===== src/rtl/mode_sequencer_pkg.sv =====
// mode_sequencer_pkg
// Shared mode encoding and segment animation patterns. Every block that
// decodes o_State imports this package so that all consumers agree on the
// encoding.
//   mode_e        : 2-bit display mode (INIT/AUTO/SWITCH/BIT)
//   SEG_A..SEG_F  : one-hot animation frames, bit 0 = segment A
//   anim_pattern  : animation index (0..5) to segment pattern
//   next_run_mode : long-press rotation AUTO -> SWITCH -> BIT -> AUTO
package mode_sequencer_pkg;

    typedef enum logic [1:0] {
        STATE_INIT   = 2'd0,
        STATE_AUTO   = 2'd1,
        STATE_SWITCH = 2'd2,
        STATE_BIT    = 2'd3
    } mode_e;

    localparam int unsigned ANIM_STEPS = 6;

    localparam logic [6:0] SEG_A = 7'h01;
    localparam logic [6:0] SEG_B = 7'h02;
    localparam logic [6:0] SEG_C = 7'h04;
    localparam logic [6:0] SEG_D = 7'h08;
    localparam logic [6:0] SEG_E = 7'h10;
    localparam logic [6:0] SEG_F = 7'h20;

    function automatic logic [6:0] anim_pattern(input logic [2:0] idx);
        logic [6:0] pat;
        case (idx)
            3'd0:    pat = SEG_A;
            3'd1:    pat = SEG_B;
            3'd2:    pat = SEG_C;
            3'd3:    pat = SEG_D;
            3'd4:    pat = SEG_E;
            3'd5:    pat = SEG_F;
            default: pat = SEG_A;
        endcase
        return pat;
    endfunction

    function automatic mode_e next_run_mode(input mode_e cur);
        mode_e nxt;
        case (cur)
            STATE_AUTO:   nxt = STATE_SWITCH;
            STATE_SWITCH: nxt = STATE_BIT;
            default:      nxt = STATE_AUTO;
        endcase
        return nxt;
    endfunction

endpackage


===== src/rtl/mode_sequencer_press_timer.sv =====
// press_timer
// Saturating hold counter for one switch. Counts consecutive high samples,
// clears on a low sample or on i_Clear, and saturates at LONG_TICKS.
// o_Reached is a combinational one-shot, high only in the cycle whose
// sample would be the LONG_TICKS-th consecutive high one.
//   i_Clk      : system clock
//   i_Reset    : synchronous active-high reset
//   i_Sample   : switch level being timed
//   i_Clear    : forces the counter to zero and suppresses o_Reached
//   o_Reached  : long press completes on this clock edge
module press_timer #(
    parameter int unsigned LONG_TICKS = 25_000_000
) (
    input  logic i_Clk,
    input  logic i_Reset,
    input  logic i_Sample,
    input  logic i_Clear,
    output logic o_Reached
);

    localparam int unsigned CntW = $clog2(LONG_TICKS + 1);
    localparam logic [CntW-1:0] CntLast = CntW'(LONG_TICKS - 1);
    localparam logic [CntW-1:0] CntSat  = CntW'(LONG_TICKS);

    logic [CntW-1:0] cnt_q;
    logic [CntW-1:0] cnt_d;

    always_comb begin
        cnt_d     = cnt_q;
        o_Reached = 1'b0;
        if (i_Clear || !i_Sample) begin
            cnt_d = '0;
        end else if (cnt_q != CntSat) begin
            cnt_d     = cnt_q + 1'b1;
            o_Reached = (cnt_q == CntLast);
        end
    end

    always_ff @(posedge i_Clk) begin
        if (i_Reset) begin
            cnt_q <= '0;
        end else begin
            cnt_q <= cnt_d;
        end
    end

endmodule


===== src/rtl/mode_sequencer.sv =====
// mode_sequencer
// Selects the display mode for the single-digit 7-segment counter from the
// four debounced switches, and drives a rotating segment animation while
// in INIT. A long press of switch 4 rotates through the run modes.
// Optional build macro MODE_IDLE_TIMEOUT_EN adds an idle timeout that
// returns a run mode to INIT after IDLE_TICKS cycles with no switch activity.
//   i_Clk          : system clock, rising edge
//   i_Reset        : synchronous active-high reset
//   i_Switches     : debounced switch levels, bit 0 = switch 1
//   o_State        : current mode (mode_e encoding)
//   o_Segments     : animation pattern, bit 0 = A; zero outside INIT
//   o_Mode_Changed : one-cycle pulse after each mode change
//
// state        | meaning
// STATE_INIT   | animation running, waiting for any switch rising edge
// STATE_AUTO   | run mode, auto-count source
// STATE_SWITCH | run mode, switch nibble source
// STATE_BIT    | run mode, bit display source
module mode_sequencer
    import mode_sequencer_pkg::*;
#(
    parameter int unsigned ANIM_TICKS = 2_500_000,
    parameter int unsigned LONG_TICKS = 25_000_000,
    parameter int unsigned IDLE_TICKS = 250_000_000
) (
    input  logic       i_Clk,
    input  logic       i_Reset,
    input  logic [3:0] i_Switches,
    output logic [1:0] o_State,
    output logic [6:0] o_Segments,
    output logic       o_Mode_Changed
);

    localparam int unsigned AnimW = $clog2(ANIM_TICKS + 1);
    localparam logic [AnimW-1:0] AnimLast = AnimW'(ANIM_TICKS - 1);
    localparam logic [2:0] AnimIdxLast = 3'(ANIM_STEPS - 1);

    mode_e            state_q, state_d;
    logic [2:0]       anim_idx_q, anim_idx_d;
    logic [AnimW-1:0] anim_cnt_q, anim_cnt_d;
    logic [3:0]       sw_prev_q, sw_prev_d;
    logic [6:0]       seg_q, seg_d;
    logic             mode_chg_q, mode_chg_d;
    // Set when a switch press leaves INIT; keeps switch 4 from counting as a
    // long press until it has been released once.
    logic             wait_rel_q, wait_rel_d;

    logic             any_rise;
    logic             hold_clear;
    logic             long_reached;

`ifdef MODE_IDLE_TIMEOUT_EN
    localparam int unsigned IdleW = $clog2(IDLE_TICKS + 1);
    localparam logic [IdleW-1:0] IdleLast = IdleW'(IDLE_TICKS - 1);
    logic [IdleW-1:0] idle_cnt_q, idle_cnt_d;
`else
    // IDLE_TICKS has no effect in this build.
    if (IDLE_TICKS == 0) begin : g_idle_ticks_unused
    end
`endif

    assign any_rise   = |(i_Switches & ~sw_prev_q);
    assign hold_clear = (state_q == STATE_INIT) || wait_rel_q;

    press_timer #(
        .LONG_TICKS (LONG_TICKS)
    ) u_press_timer (
        .i_Clk     (i_Clk),
        .i_Reset   (i_Reset),
        .i_Sample  (i_Switches[3]),
        .i_Clear   (hold_clear),
        .o_Reached (long_reached)
    );

    always_comb begin
        state_d    = state_q;
        anim_idx_d = anim_idx_q;
        anim_cnt_d = anim_cnt_q;
        sw_prev_d  = i_Switches;
        wait_rel_d = wait_rel_q;
`ifdef MODE_IDLE_TIMEOUT_EN
        idle_cnt_d = '0;
`endif

        case (state_q)
            STATE_INIT: begin
                if (any_rise) begin
                    state_d    = STATE_AUTO;
                    wait_rel_d = 1'b1;
                end else if (anim_cnt_q == AnimLast) begin
                    anim_cnt_d = '0;
                    anim_idx_d = (anim_idx_q == AnimIdxLast) ? 3'd0 : anim_idx_q + 3'd1;
                end else begin
                    anim_cnt_d = anim_cnt_q + 1'b1;
                end
            end
            default: begin
                if (!i_Switches[3]) begin
                    wait_rel_d = 1'b0;
                end
                if (long_reached) begin
                    state_d = next_run_mode(state_q);
                end
`ifdef MODE_IDLE_TIMEOUT_EN
                // Long press has priority; its cycle has switch 4 high, so
                // the idle counter clears through the else branch anyway.
                else if ((i_Switches == 4'b0000) && !any_rise) begin
                    if (idle_cnt_q == IdleLast) begin
                        state_d = STATE_INIT;
                    end else begin
                        idle_cnt_d = idle_cnt_q + 1'b1;
                    end
                end
`endif
            end
        endcase

        // Animation restarts at A on every INIT entry and on an INIT exit.
        if (state_d != STATE_INIT) begin
            anim_idx_d = 3'd0;
            anim_cnt_d = '0;
        end

        seg_d      = (state_d == STATE_INIT) ? anim_pattern(anim_idx_d) : 7'b0;
        mode_chg_d = (state_d != state_q);
    end

    always_ff @(posedge i_Clk) begin
        if (i_Reset) begin
            state_q    <= STATE_INIT;
            anim_idx_q <= 3'd0;
            anim_cnt_q <= '0;
            sw_prev_q  <= 4'b1111;
            seg_q      <= SEG_A;
            mode_chg_q <= 1'b0;
            wait_rel_q <= 1'b0;
`ifdef MODE_IDLE_TIMEOUT_EN
            idle_cnt_q <= '0;
`endif
        end else begin
            state_q    <= state_d;
            anim_idx_q <= anim_idx_d;
            anim_cnt_q <= anim_cnt_d;
            sw_prev_q  <= sw_prev_d;
            seg_q      <= seg_d;
            mode_chg_q <= mode_chg_d;
            wait_rel_q <= wait_rel_d;
`ifdef MODE_IDLE_TIMEOUT_EN
            idle_cnt_q <= idle_cnt_d;
`endif
        end
    end

    assign o_State        = state_q;
    assign o_Segments     = seg_q;
    assign o_Mode_Changed = mode_chg_q;

endmodule

===== config.mk =====
export PLATFORM = sky130hd
export DESIGN_NAME = mode_sequencer
export DESIGN_NICKNAME = d
export VERILOG_FILES = /design/src/rtl/mode_sequencer_pkg.sv /design/src/rtl/mode_sequencer_press_timer.sv /design/src/rtl/mode_sequencer.sv
export SDC_FILE = /design/constraint.sdc
export NUM_CORES = 1
export LEC_CHECK = 0
export ABC_AREA = 1
export BUFFER_PORTS_ARGS = -buffer_cell sky130_fd_sc_hd__buf_2
export CAP_MARGIN = 20
export CORE_ASPECT_RATIO = 1.5
export CORE_MARGIN = 3
export CORE_UTILIZATION = 45
export CTS_CLUSTER_DIAMETER = 100
export DETAILED_ROUTE_END_ITERATION = 12
export PLACE_DENSITY_LB_ADDON = 0.08
export SLEW_MARGIN = 20
export SYNTH_ARGS = -nofsm -noshare
export SYNTH_HDL_FRONTEND = slang
export SYNTH_SLANG_ARGS = --single-unit

===== constraint.sdc =====
create_clock -name i_Clk -period 5.25 [get_ports i_Clk]
set_clock_uncertainty 0.15 [all_clocks]
set_input_delay 0 -clock i_Clk [delete_from_list [all_inputs] [get_ports i_Clk]]
set_output_delay 0 -clock i_Clk [all_outputs]
set_load 0.05 [all_outputs]

==> results by group, run 1 <==
Status
  • Outcome: complete, no violations

STA
  • Setup TNS: 0 ns
  • Final Hold Fails: 0
  • Final Max Slew Viols: 0
  • RSZ-0062 raised after global routing: no
  • Fmax: between 400 and 500 MHz
  • Period minus WS final: between 2 and 2.5 ns
  • Final period util: roughly 45%
  • Setup violators final: 0
  • Final hold slack: roughly 0.28 ns

Synthesis
  • Mapped Nets: approximately 490
  • Compound-Gate Fraction of Synth Area: between 9 and 10%
  • Largest family of logic cells by synthesized area: simple AND/OR/NAND/NOR gates
  • Warnings from Yosys: 0
  • Mapped cell area: around 3400 sq um
  • Post-synthesis simple-gate area fraction: about 39%
  • Sequential area share after synthesis: a little under two fifths
  • Yosys cell types: 41
  • Cells after synthesis: about 480
  • XOR/XNOR Fraction of Synth Area: 2.35%
  • Post-Synth Adder-Cell Area: 1.49%
  • Mean post-synth cell area: 7.04 sq um
  • Yosys reg bits: 64
  • Mux contribution to synthesized area: 0%

Global route
  • Global-route wire length before repair: ~13000 um
  • Initial antenna violation count: 0
  • Largest net degree at the start of global routing: 17
  • Gr ovfl total: 0
  • Global Route Usage Sum: a little under a fifth
  • Number of global-route vias before repair: approximately 2900

Layout
  • Leading cell type in the layout, fill and taps excluded: nand2_1
  • Register area: about 1300 sq um
  • Antenna Cells: 0
  • Nets: roughly 520
  • Most frequent cells in the layout: 80 x nand2_1, 69 x inv_1, 64 x dfxtp_1
  • Filler cells: just over 700
  • Area of the multi-input gates: between 1500 and 2000 sq um
  • Final instance area: about 3800 sq um
  • Area grow syn2layout: 13.2%
  • Share of cells above drive strength 1: 14.9%
  • Final non-filler cell total: between 600 and 700

Power
  • Lkg Pwr: roughly 1.3 nW
  • Max VDD drop: between 0.00015 and 0.0002 V
  • PwrDens: approximately 260 nW/um^2

Floorplanning
  • Die width: 76.5 um
  • Initial Util: between 40% and 50%
  • Area of the core: ~7000 sq um
  • Die area: roughly 8500 sq um
  • Std-Cell Rows: 37
  • Die Ht: 112 um
  • Io pins: 16

Clock network
  • Setup bufs post-CTS: 0
  • CTS sink count: 64
  • H-tree Lvls: 3
  • Root Driver: clkbuf_8
  • Clock transition at path regs: approximately 0.070 ns
  • CTS tree: yes
  • Cts repair resizes: 0
  • Worst-Skew Late Latency: 0.34 ns
  • Hold Buf Count CTS: 8
  • Clk buf depth: 2
  • CTS Buf Count: 9

Critical path
  • Worst Setup End Kind: register
  • R2R depth: 13
  • FF-to-FF Start: o_State[0]$_SDFF_PP0_
  • CP Data Required Time: between 5 and 6 ns
  • Worst setup path start: o_State[0]$_SDFF_PP0_
  • Critical path type: reg2reg
  • Crit-path max FO: 16
  • CP Data Arrival Time: between 2 and 2.5 ns
  • Crit path launch type: register

Hold path
  • WHS Path Cells: 3
  • Hold_sp: i_Reset
  • Hold Path Class: in2reg

Routing
  • WL/cell: about 12 um
  • Routed Antenna Nets: 0
  • Initial DRC count: approximately 110
  • Via density: about 5
  • Drt total wl: ~7400 um
  • Via count: a little over 3000
  • # DRC: 0
  • Drt pass-1 iters: 4

Placement
  • IO buf count: 14
  • Final GP Congestion: between 0.9 and 1
  • Placed cell area: 3520 sq um
  • Post-placement cell count: 583
  • HPWL after DPL: roughly 5500 um

Flow run
  • Max-Cap Viols: 0
==> registers in the layout, summed over array words and instances, names as in the netlist <==
signal               flops
o_Segments               6
sw_prev_q                4
anim_cnt_q              22
u_press_timer.cnt_q     25
o_State                  2
wait_rel_q               1
o_Mode_Changed           1
anim_idx_q               3
==> power breakdown <==
part / switching, mW / internal (mW)
Combinational: 0.0527 / 0.0225
Clock: 0.188 / 0.244
Sequential: 0.00366 / 0.492
==> area by class of cell <==
type / count / share of cell area, %
multi-input cells: 332 / 46.2
flip-flops and latches: 64 / 33.8
inverters: 76 / 7.61
clock buffers: 13 / 4.19
repair buffers: 22 / 3.96
well taps: 97 / 3.20
clock inverters: 3 / 1.05
==> cell families after synthesis <==
family / count (synthesis)
compound gates: 58
xor+xnor: 9
fa+ha+maj: 4
buf+inv: 80
flops: 64
other cells: 1
simple gates: 260
==> metrics by stage <==
stage	total power, mW	setup WS (ns)	util, %
2_1_floorplan	0.563	2.85	-
3_3_place_gp	0.577	3.00	50.0
3_5_place_dp	0.578	2.92	50.0
4_1_cts	1.02	2.88	53.9
5_1_grt	1.04	2.67	53.9
6_report	1.00	2.90	53.9
==> synthesized netlist by cell type, drive strengths merged <==
master	n	area, sq um
o31ai	1	7.51
clkbuf	1	3.75
a211oi	1	7.51
nand3	32	188
nand4	13	81.3
xor2	8	70.1
a31oi	2	12.5
nor3	39	267
o21ai	24	120
o21bai	2	15.0
nor4	7	50.1
xnor2	1	8.76
inv	74	280
conb	1	3.75
clkinv	2	8.75
o21a	1	7.51
and3	2	12.5
buf	3	23.8
a21oi	27	139
dfxtp	64	1280
ha	4	50.1
or2	3	18.8
nand2	90	368
nor3b	3	22.5
nor2	71	307
==> routing by layer <==
| metal | vias up | wire length, um | global-route usage [%] |
|---|---|---|---|
| li1 | 1603 | - | - |
| met1 | 1359 | 3150 | 19.6 |
| met2 | 46 | 3870 | 33.2 |
| met3 | 22 | 162 | 3.40 |
| met4 | 0 | 251 | 11.4 |
| met5 | - | 0 | 0 |
==> worst max-delay path, stage by stage, from the launching register on <==
cell and delay, ns:
dfxtp_1 0.36, inv_1 0.08, ha_1 0.25, nor2_1 0.10
nand4_1 0.08, nor2_1 0.17, nand3_2 0.13, nand2_2 0.08
inv_2 0.04, nor2_4 0.19, nand3_4 0.25, inv_4 0.16
nand2_4 0.11, nor3_2 0.12
==> path summary, 6_finish.rpt <==
| path | end | slack, ns |
|---|---|---|
| hold / removal | o_Mode_Changed$_SDFF_PP0_ | 0.28 |
| hold reg to reg | u_press_timer.cnt_q[8]$_SDFFE_PP0N_ | 0.33 |
| setup / recovery | anim_cnt_q[7]$_SDFFE_PP0P_ | 2.90 |
| setup reg to reg | anim_cnt_q[7]$_SDFFE_PP0P_ | 2.90 |
No activity file was read; power rests on OpenSTA's default activity.
==> run 2: changes to the inputs <==
--- a/config.mk
+++ b/config.mk
@@ -5,7 +5,7 @@
 export SDC_FILE = /design/constraint.sdc
 export NUM_CORES = 1
 export LEC_CHECK = 0
-export ABC_AREA = 1
+export ABC_AREA = 0
 export BUFFER_PORTS_ARGS = -buffer_cell sky130_fd_sc_hd__buf_2
 export CAP_MARGIN = 20
 export CORE_ASPECT_RATIO = 1.5
==> constraint.sdc (replaced) <==
create_clock -name i_Clk -period 2.3 [get_ports i_Clk]
set_clock_uncertainty 0.15 [all_clocks]
set_input_delay 0 -clock i_Clk [delete_from_list [all_inputs] [get_ports i_Clk]]
set_output_delay 0 -clock i_Clk [all_outputs]
set_load 0.05 [all_outputs]
==> run 2 against run 1 <==
  * The flow now finishes with violations (setup timing)
  * Die area is 9.8% lower
  * Via count down 15%
  * Final cell count is 22% lower
  * Clock power grew 87%
  * Critical path type unchanged
  * Critical endpoint is now o_Segments[5]$_SDFF_PP0_
  * Largest power group unchanged
==> results by group, run 2 <==
Status
  • Outcome: finished, violations left (was complete, no violations)
  • Failing checks: setup timing

Critical path
  • FF-to-FF Start: o_State[0]$_SDFF_PP0_ (unchanged)
  • CP Data Arrival Time: 2.57 ns (was 2.47 ns)
  • Crit path launch type: register (unchanged)
  • Critical path type: reg2reg (unchanged)
  • Worst setup path endpoint: o_Segments[5]$_SDFF_PP0_ (was anim_cnt_q[7]$_SDFFE_PP0P_)
  • Worst setup path start: o_State[0]$_SDFF_PP0_ (unchanged)
  • Worst Setup End Kind: register (unchanged)
  • Worst r2r dst: o_Segments[5]$_SDFF_PP0_ (was anim_cnt_q[7]$_SDFFE_PP0P_)
  • CP Data Required Time: 2.39 ns (was 5.38 ns)
  • R2r setup slk: -0.18 ns (was 2.90 ns)
  • Crit-path max FO: 29 (was 16)
  • R2R depth: 8 (was 13)

STA
  • Final Hold Fails: 0 (unchanged)
  • Worst setup margin: -0.179 ns (was 2.90 ns)
  • Fmax: 403 MHz (was 426 MHz)
  • Slew @ Worst Pin: 0.518 ns
  • Period minus WS final: 2.48 ns (was 2.35 ns)
  • RSZ-0062 raised after global routing: yes (was no)
  • Setup violators final: 33 (was 0)
  • Setup TNS: -4.93 ns (was 0 ns)
  • Final Max Slew Viols: 0 (unchanged)
  • Final period util: 108% (was 44.7%)
  • Worst rel slew slack: 65.2%
  • Final hold slack: 0.335 ns (was 0.283 ns)

Clock network
  • CTS sink count: 64 (unchanged)
  • H-tree Lvls: 3 (unchanged)
  • CTS Buf Count: 9 (unchanged)
  • Worst-Skew Late Latency: 0.33 ns (was 0.34 ns)
  • Root Driver: clkbuf_8 (unchanged)
  • Clk buf depth: 2 (unchanged)
  • CTS tree: yes (unchanged)
  • Clock transition at path regs: 0.07 ns (about the same)

Layout
  • Final instance area: 3630 sq um (was 3800 sq um)
  • Antenna Cells: 0 (unchanged)
  • Leading cell type in the layout, fill and taps excluded: dfxtp_1 (was nand2_1)
  • Final Core Density: 57.5% (was 53.9%)
  • Share of cells above drive strength 1: 19.0% (was 14.9%)
  • Area grow syn2layout: 20.8% (was 13.2%)
  • Top reg by flops: u_press_timer.cnt_q (unchanged)
  • Max reg flops: 25 (unchanged)
  • Nets: 405 (was 515)
  • Most frequent cells in the layout: 62 x dfxtp_1, 43 x nor2_1, 26 x buf_4 (was 80 x nand2_1, 69 x inv_1, 64 x dfxtp_1)

Synthesis
  • Synth top area cells: dfxtp_1 43%, xnor2_1 6.7%, xor2_1 5.5% (was dfxtp_1 38%, nand2_1 9.0%, inv_1 7.7%)
  • Largest family of logic cells by synthesized area: simple AND/OR/NAND/NOR gates (unchanged)
  • Synth Flop Type: dfxtp_1 (unchanged)
  • Post-synthesis simple-gate area fraction: 32.3% (was 39.2%)
  • Cells after synthesis: 349 (was 476)
  • Post-Synth Adder-Cell Area: 1.67% (was 1.49%)
  • Sequential area share after synthesis: 42.7% (was 38.2%)
  • Asr flop ratio synth: 0% (unchanged)
  • Most area-hungry cell type in the Yosys netlist: dfxtp_1 (unchanged)
  • Mux contribution to synthesized area: 1.33% (was 0%)
  • Warnings from Yosys: 0 (unchanged)
  • Number of synthesized flops with an enable pin: 0 (unchanged)
  • Yosys reg bits: 64 (unchanged)
  • Mean post-synth cell area: 8.60 sq um (was 7.04 sq um)
  • Count leader, synth: dfxtp_1 (was nand2_1)
  • Mapped cell area: 3000 sq um (was 3350 sq um)
  • Synth top area share: 42.7% (was 38.2%)
  • Compound-Gate Fraction of Synth Area: 5.92% (was 9.22%)
  • Yosys cell types: 46 (was 41)
  • XOR/XNOR Fraction of Synth Area: 12.3% (was 2.35%)
  • Mapped Nets: 359 (was 486)
  • Most instantiated cells after synthesis: 64 x dfxtp_1, 43 x nor2_1, 25 x nand2_1 (was 80 x nand2_1, 69 x inv_1, 64 x dfxtp_1)

Routing
  • Initial DRC count: 112 (was 109)
  • Drt pass-1 iters: 4 (unchanged)
  • Drt total wl: 6670 um (was 7440 um)
  • Via count: 2584 (was 3030)
  • WL/cell: 14.1 um (was 12.2 um)
  • Wire length on met3: 177 um (was 162 um)
  • # DRC: 0 (unchanged)
  • Via density: 5.46 (was 4.99)
  • DR top layer: met4 (unchanged)
  • Routed Antenna Nets: 0 (unchanged)
  • Met2 WL post-DR: 3580 um (was 3870 um)
  • Post-Route M1 WL: 2800 um (was 3150 um)

Power
  • PwrDens: 589 nW/um^2 (was 264 nW/um^2)
  • Max VDD drop: 0.000344 V (was 0.000161 V)
  • Lkg Pwr: 1.24 nW (was 1.35 nW)

Hold path
  • Hold Path Class: in2reg (unchanged)
  • WHS Path Cells: 3 (unchanged)

Global route
  • Global Route Usage Sum: 18.8% (was 18.4%)
  • Initial antenna violation count: 0 (unchanged)
  • Largest net degree at the start of global routing: 30 (was 17)
  • Global-route wire length before repair: 11600 um (was 12800 um)
  • Gr ovfl total: 0 (unchanged)
  • Number of global-route vias before repair: 2541 (was 2891)

Floorplanning
  • Initial Util: 47.6% (was 47.7%)
  • Io pins: 16 (unchanged)
  • Die Ht: 106 um (was 112 um)
  • Die area: 7710 sq um (was 8540 sq um)
  • Std-Cell Rows: 35 (was 37)
  • Die width: 72.7 um (was 76.5 um)
  • Area of the core: 6310 sq um (was 7040 sq um)

Placement
  • Placed cell area: 3310 sq um (was 3520 sq um)
  • IO buf count: 14 (unchanged)
  • Final GP Congestion: 0.830 (was 0.942)
  • HPWL after DPL: 4790 um (was 5540 um)

Flow run
  • Max-Cap Viols: 0 (unchanged)
-- run 2: changes by cell type after synthesis, moves of 11 or more --
cell	before	now
o21ai_0	22	7
nor2_1	61	43
xor2_1	8	19
inv_1	69	9
nor3_2	12	0
xnor2_1	1	23
nand2_1	80	25
a21oi_1	26	9
-- run 2: cell type report --
cell class                 instances  area, sq um
clock buffer                      14          153
clock inverter                     1         5.00
fill                             604         2680
inverter                           9         38.8
multi-input combinational        261         1670
sequential                        64         1290
tap                               74         92.6
timing repair buffer              50          377
-- run 2: logic make-up (layout without fill, tap and decap cells) --
family / Yosys count / count (layout)
other: 1 / 1
AOI/OAI and AO/OA: 27 / 27
buffers and inverters: 24 / 74
DFF: 64 / 64
muxes: 4 / 4
xor gates and xnor gates: 42 / 42
adders and majority gates: 4 / 4
and+or+nand+nor: 183 / 183
-- run 2: worst max-delay path: stages (launching register included) --
cell and delay (ns):
dfxtp_4 0.36, inv_4 0.04, ha_4 0.14, or4b_1 0.45
or3_4 0.36, o32ai_2 0.29, o211ai_2 0.17, buf_12 0.19
nor4b_1 0.23
-- run 2: what timing repair did --
action / in CTS / in global routing
setup endpoints to repair: 34 / 34
pin swaps: 4 / 3
buffers inserted: 2 / 2
hold endpoints to repair: 9 / 0
hold buffers: 8 / 0
resized for setup: 9 / 3
-- run 2: per-layer routing --
metal  vias up  GRT usage (%)
li1       1317              -
met1      1221           20.9
met2        36           34.0
met3        10           3.97
met4         0           6.86
met5         -              0
-- run 2: where the power goes --
group	total (mW)	internal, mW	leakage, nW	switching [mW]
clock network	0.807	0.415	0.0805	0.392
logic	0.199	0.0790	0.636	0.120
registers	1.13	1.12	0.519	0.00698
total	2.13	1.62	1.24	0.519
-- run 2: how the worst min path moves through the flow --
stage / start / end / slack, ns
floorplan: i_Switches[0] / sw_prev_q[0]$_SDFF_PP1_ / -0.04
global placement: i_Switches[2] / sw_prev_q[2]$_SDFF_PP1_ / 0.06
detailed placement: i_Switches[2] / sw_prev_q[2]$_SDFF_PP1_ / 0.06
global route: i_Switches[3] / sw_prev_q[3]$_SDFF_PP1_ / 0.35
finish: i_Switches[3] / sw_prev_q[3]$_SDFF_PP1_ / 0.33
CTS: i_Reset / o_State[1]$_SDFF_PP0_ / 0.32
-- run 2: through the flow --
step	power [mW]	setup slack, ns	std cells
6_report	2.13	-0.179	473
5_1_grt	2.23	-0.271	473
4_1_cts	2.16	-0.177	472
3_5_place_dp	1.33	-0.214	447
3_3_place_gp	1.33	-0.161	447
2_1_floorplan	1.28	-0.343	349
==> run 3: changes to the inputs <==
--- a/config.mk
+++ b/config.mk
@@ -13,7 +13,6 @@
 export CORE_UTILIZATION = 45
 export CTS_CLUSTER_DIAMETER = 100
 export DETAILED_ROUTE_END_ITERATION = 12
-export PLACE_DENSITY_LB_ADDON = 0.08
 export SLEW_MARGIN = 20
 export SYNTH_ARGS = -nofsm -noshare
 export SYNTH_HDL_FRONTEND = slang
==> run 3 against run 2 <==
  * The run still ends with setup timing left
  * Setup slack improved by 0.012 ns
  * Non-clock buffer count unchanged
  * Combinational power decreased by 6%
  * Largest cell class unchanged
  * Core utilization increased by 1.1 points
  * Maximum frequency increased by 0.49%
  * Sequential power about the same
  * Die area unchanged
  * Via count decreased by 1.3%
  * Clock-buffer cell count decreased by 5
  * Register-to-register slack about the same
  * Critical endpoint is now anim_cnt_q[10]$_SDFFE_PP0P_
==> results by group, run 3 (same netlist as run 2, synthesis figures left out) <==
Placement
  • IO buf count: 14 (unchanged)
  • Final GP Congestion: 0.802 (was 0.830)
  • HPWL after DPL: 4760 um (was 4790 um)

Layout
  • Antenna Cells: 0 (unchanged)
  • Share of cells above drive strength 1: 19.3% (was 19.0%)
  • Most frequent cells in the layout: 62 x dfxtp_1, 43 x nor2_1, 25 x nand2_1 (was 62 x dfxtp_1, 43 x nor2_1, 26 x buf_4)
  • Leading cell type in the layout, fill and taps excluded: dfxtp_1 (unchanged)
  • Final Core Density: 58.6% (was 57.5%)
  • Area grow syn2layout: 23.1% (was 20.8%)
  • Top reg by flops: u_press_timer.cnt_q (unchanged)
  • Nets: 405 (unchanged)
  • Filler cells: 596 (was 604)
  • Max reg flops: 25 (unchanged)

Global route
  • Gr ovfl total: 0 (unchanged)
  • Global Route Usage Sum: 19.4% (was 18.8%)
  • Number of global-route vias before repair: 2651 (was 2541)
  • Largest net degree at the start of global routing: 26 (was 30)
  • Initial antenna violation count: 0 (unchanged)
  • Global-route wire length before repair: 11900 um (was 11600 um)

STA
  • RSZ-0062 raised after global routing: yes (unchanged)
  • Setup TNS: -4.39 ns (was -4.93 ns)
  • Fmax: 405 MHz (was 403 MHz)
  • Setup violators final: 34 (was 33)
  • Final Max Slew Viols: 0 (unchanged)
  • Worst rel slew slack: 61.4% (was 65.2%)
  • Slew @ Worst Pin: 0.573 ns (was 0.518 ns)
  • Period minus WS final: 2.47 ns (was 2.48 ns)
  • Worst setup margin: -0.167 ns (was -0.179 ns)
  • Final period util: 107% (was 108%)
  • Final Hold Fails: 0 (unchanged)

Floorplanning
  • Die area: 7710 sq um (unchanged)
  • Die width: 72.7 um (unchanged)
  • Initial Util: 47.6% (unchanged)
  • Std-Cell Rows: 35 (unchanged)
  • Area of the core: 6310 sq um (unchanged)
  • Io pins: 16 (unchanged)
  • Die Ht: 106 um (unchanged)

Power
  • Max VDD drop: 0.000441 V (was 0.000344 V)
  • PwrDens: 672 nW/um^2 (was 589 nW/um^2)
  • Lkg Pwr: 1.26 nW (was 1.24 nW)

Routing
  • Via density: 5.38 (was 5.46)
  • Drt total wl: 6580 um (was 6670 um)
  • Via count: 2551 (was 2584)
  • Initial DRC count: 81 (was 112)
  • Drt pass-1 iters: 4 (unchanged)
  • Routed Antenna Nets: 0 (unchanged)
  • # DRC: 0 (unchanged)
  • WL/cell: 13.9 um (was 14.1 um)

Clock network
  • Worst-Skew Late Latency: 0.34 ns (was 0.33 ns)
  • CTS tree: yes (unchanged)
  • CTS Buf Count: 9 (unchanged)
  • H-tree Lvls: 3 (unchanged)
  • CTS sink count: 64 (unchanged)
  • Clock transition at path regs: 0.07 ns (about the same)
  • Root Driver: clkbuf_8 (unchanged)
  • Clk buf depth: 2 (unchanged)

Status
  • Outcome: finished, violations left (unchanged)
  • Failing checks: setup timing (unchanged)

Flow run
  • Max-Cap Viols: 0 (unchanged)

Critical path
  • CP Data Arrival Time: 2.55 ns (was 2.57 ns)
  • Crit path launch type: register (unchanged)
  • CP Data Required Time: 2.38 ns (was 2.39 ns)
  • Critical path type: reg2reg (unchanged)
  • Worst Setup End Kind: register (unchanged)
  • Crit-path max FO: 17 (was 29)

Hold path
  • Hold Path Class: in2reg (unchanged)
## run 3: layout make-up
cell class / count / area, sq um / area share (%)
clock inverters: 7 / 119 / 3.22
well taps: 74 / 92.6 / 2.51
multi-input cells: 261 / 1660 / 44.9
flip-flops and latches: 64 / 1290 / 34.9
repair buffers: 50 / 374 / 10.1
inverters: 9 / 36.3 / 0.982
clock buffers: 9 / 124 / 3.35
## run 3: report_power, final
group          internal, mW  switching (mW)
sequential             1.12         0.00673
combinational        0.0711           0.116
clock                 0.721           0.447
## run 3: worst paths after layout
path | to | startpoint | cells after the start | slack (ns)
hold reg to reg | u_press_timer.cnt_q[23]$_SDFFE_PP0N_ | u_press_timer.cnt_q[23]$_SDFFE_PP0N_ | 2 | 0.35
setup reg to reg | anim_cnt_q[10]$_SDFFE_PP0P_ | o_State[0]$_SDFF_PP0_ | 8 | -0.17
hold / removal | o_State[1]$_SDFF_PP0_ | i_Reset | 3 | 0.32
setup / recovery | anim_cnt_q[10]$_SDFFE_PP0P_ | o_State[0]$_SDFF_PP0_ | 8 | -0.17
## run 3: per-stage QoR
stage	power [mW]	std cells	hold slack [ns]	worst slack (ns)	cell area [sq um]
final	2.48	474	0.324	-0.167	3690
after global routing	2.60	474	0.351	-0.274	3690
after CTS	2.52	474	0.311	-0.172	3680
after detailed placement	1.32	448	0.0604	-0.187	3310
after global placement	1.32	448	0.0553	-0.162	3310
after floorplan	1.28	349	-0.0434	-0.343	3030
## run 3: what timing repair did
item                                   4_1_cts  5_1_grt
pin swaps                                    2        2
endpoints found under the hold margin       10        0
buffers inserted                             1        1
resized for setup                            6        3
setup endpoints to repair                   34       34
hold buffers                                 9        0
## run 3: worst max-delay path, stage by stage, from the launching register on
cell	delay [ns]
dfxtp_4	0.35
inv_2	0.05
ha_4	0.15
or4b_1	0.45
or3_4	0.36
or3_4	0.36
o211ai_2	0.20
buf_6	0.21
nor3_1	0.08
## run 3: routing by layer
layer  routed length, um  global-route usage, %
met3                 133                   4.07
met4                  68                   8.84
met1                2720                   21.2
met2                3660                   34.7
met5                   0                      0
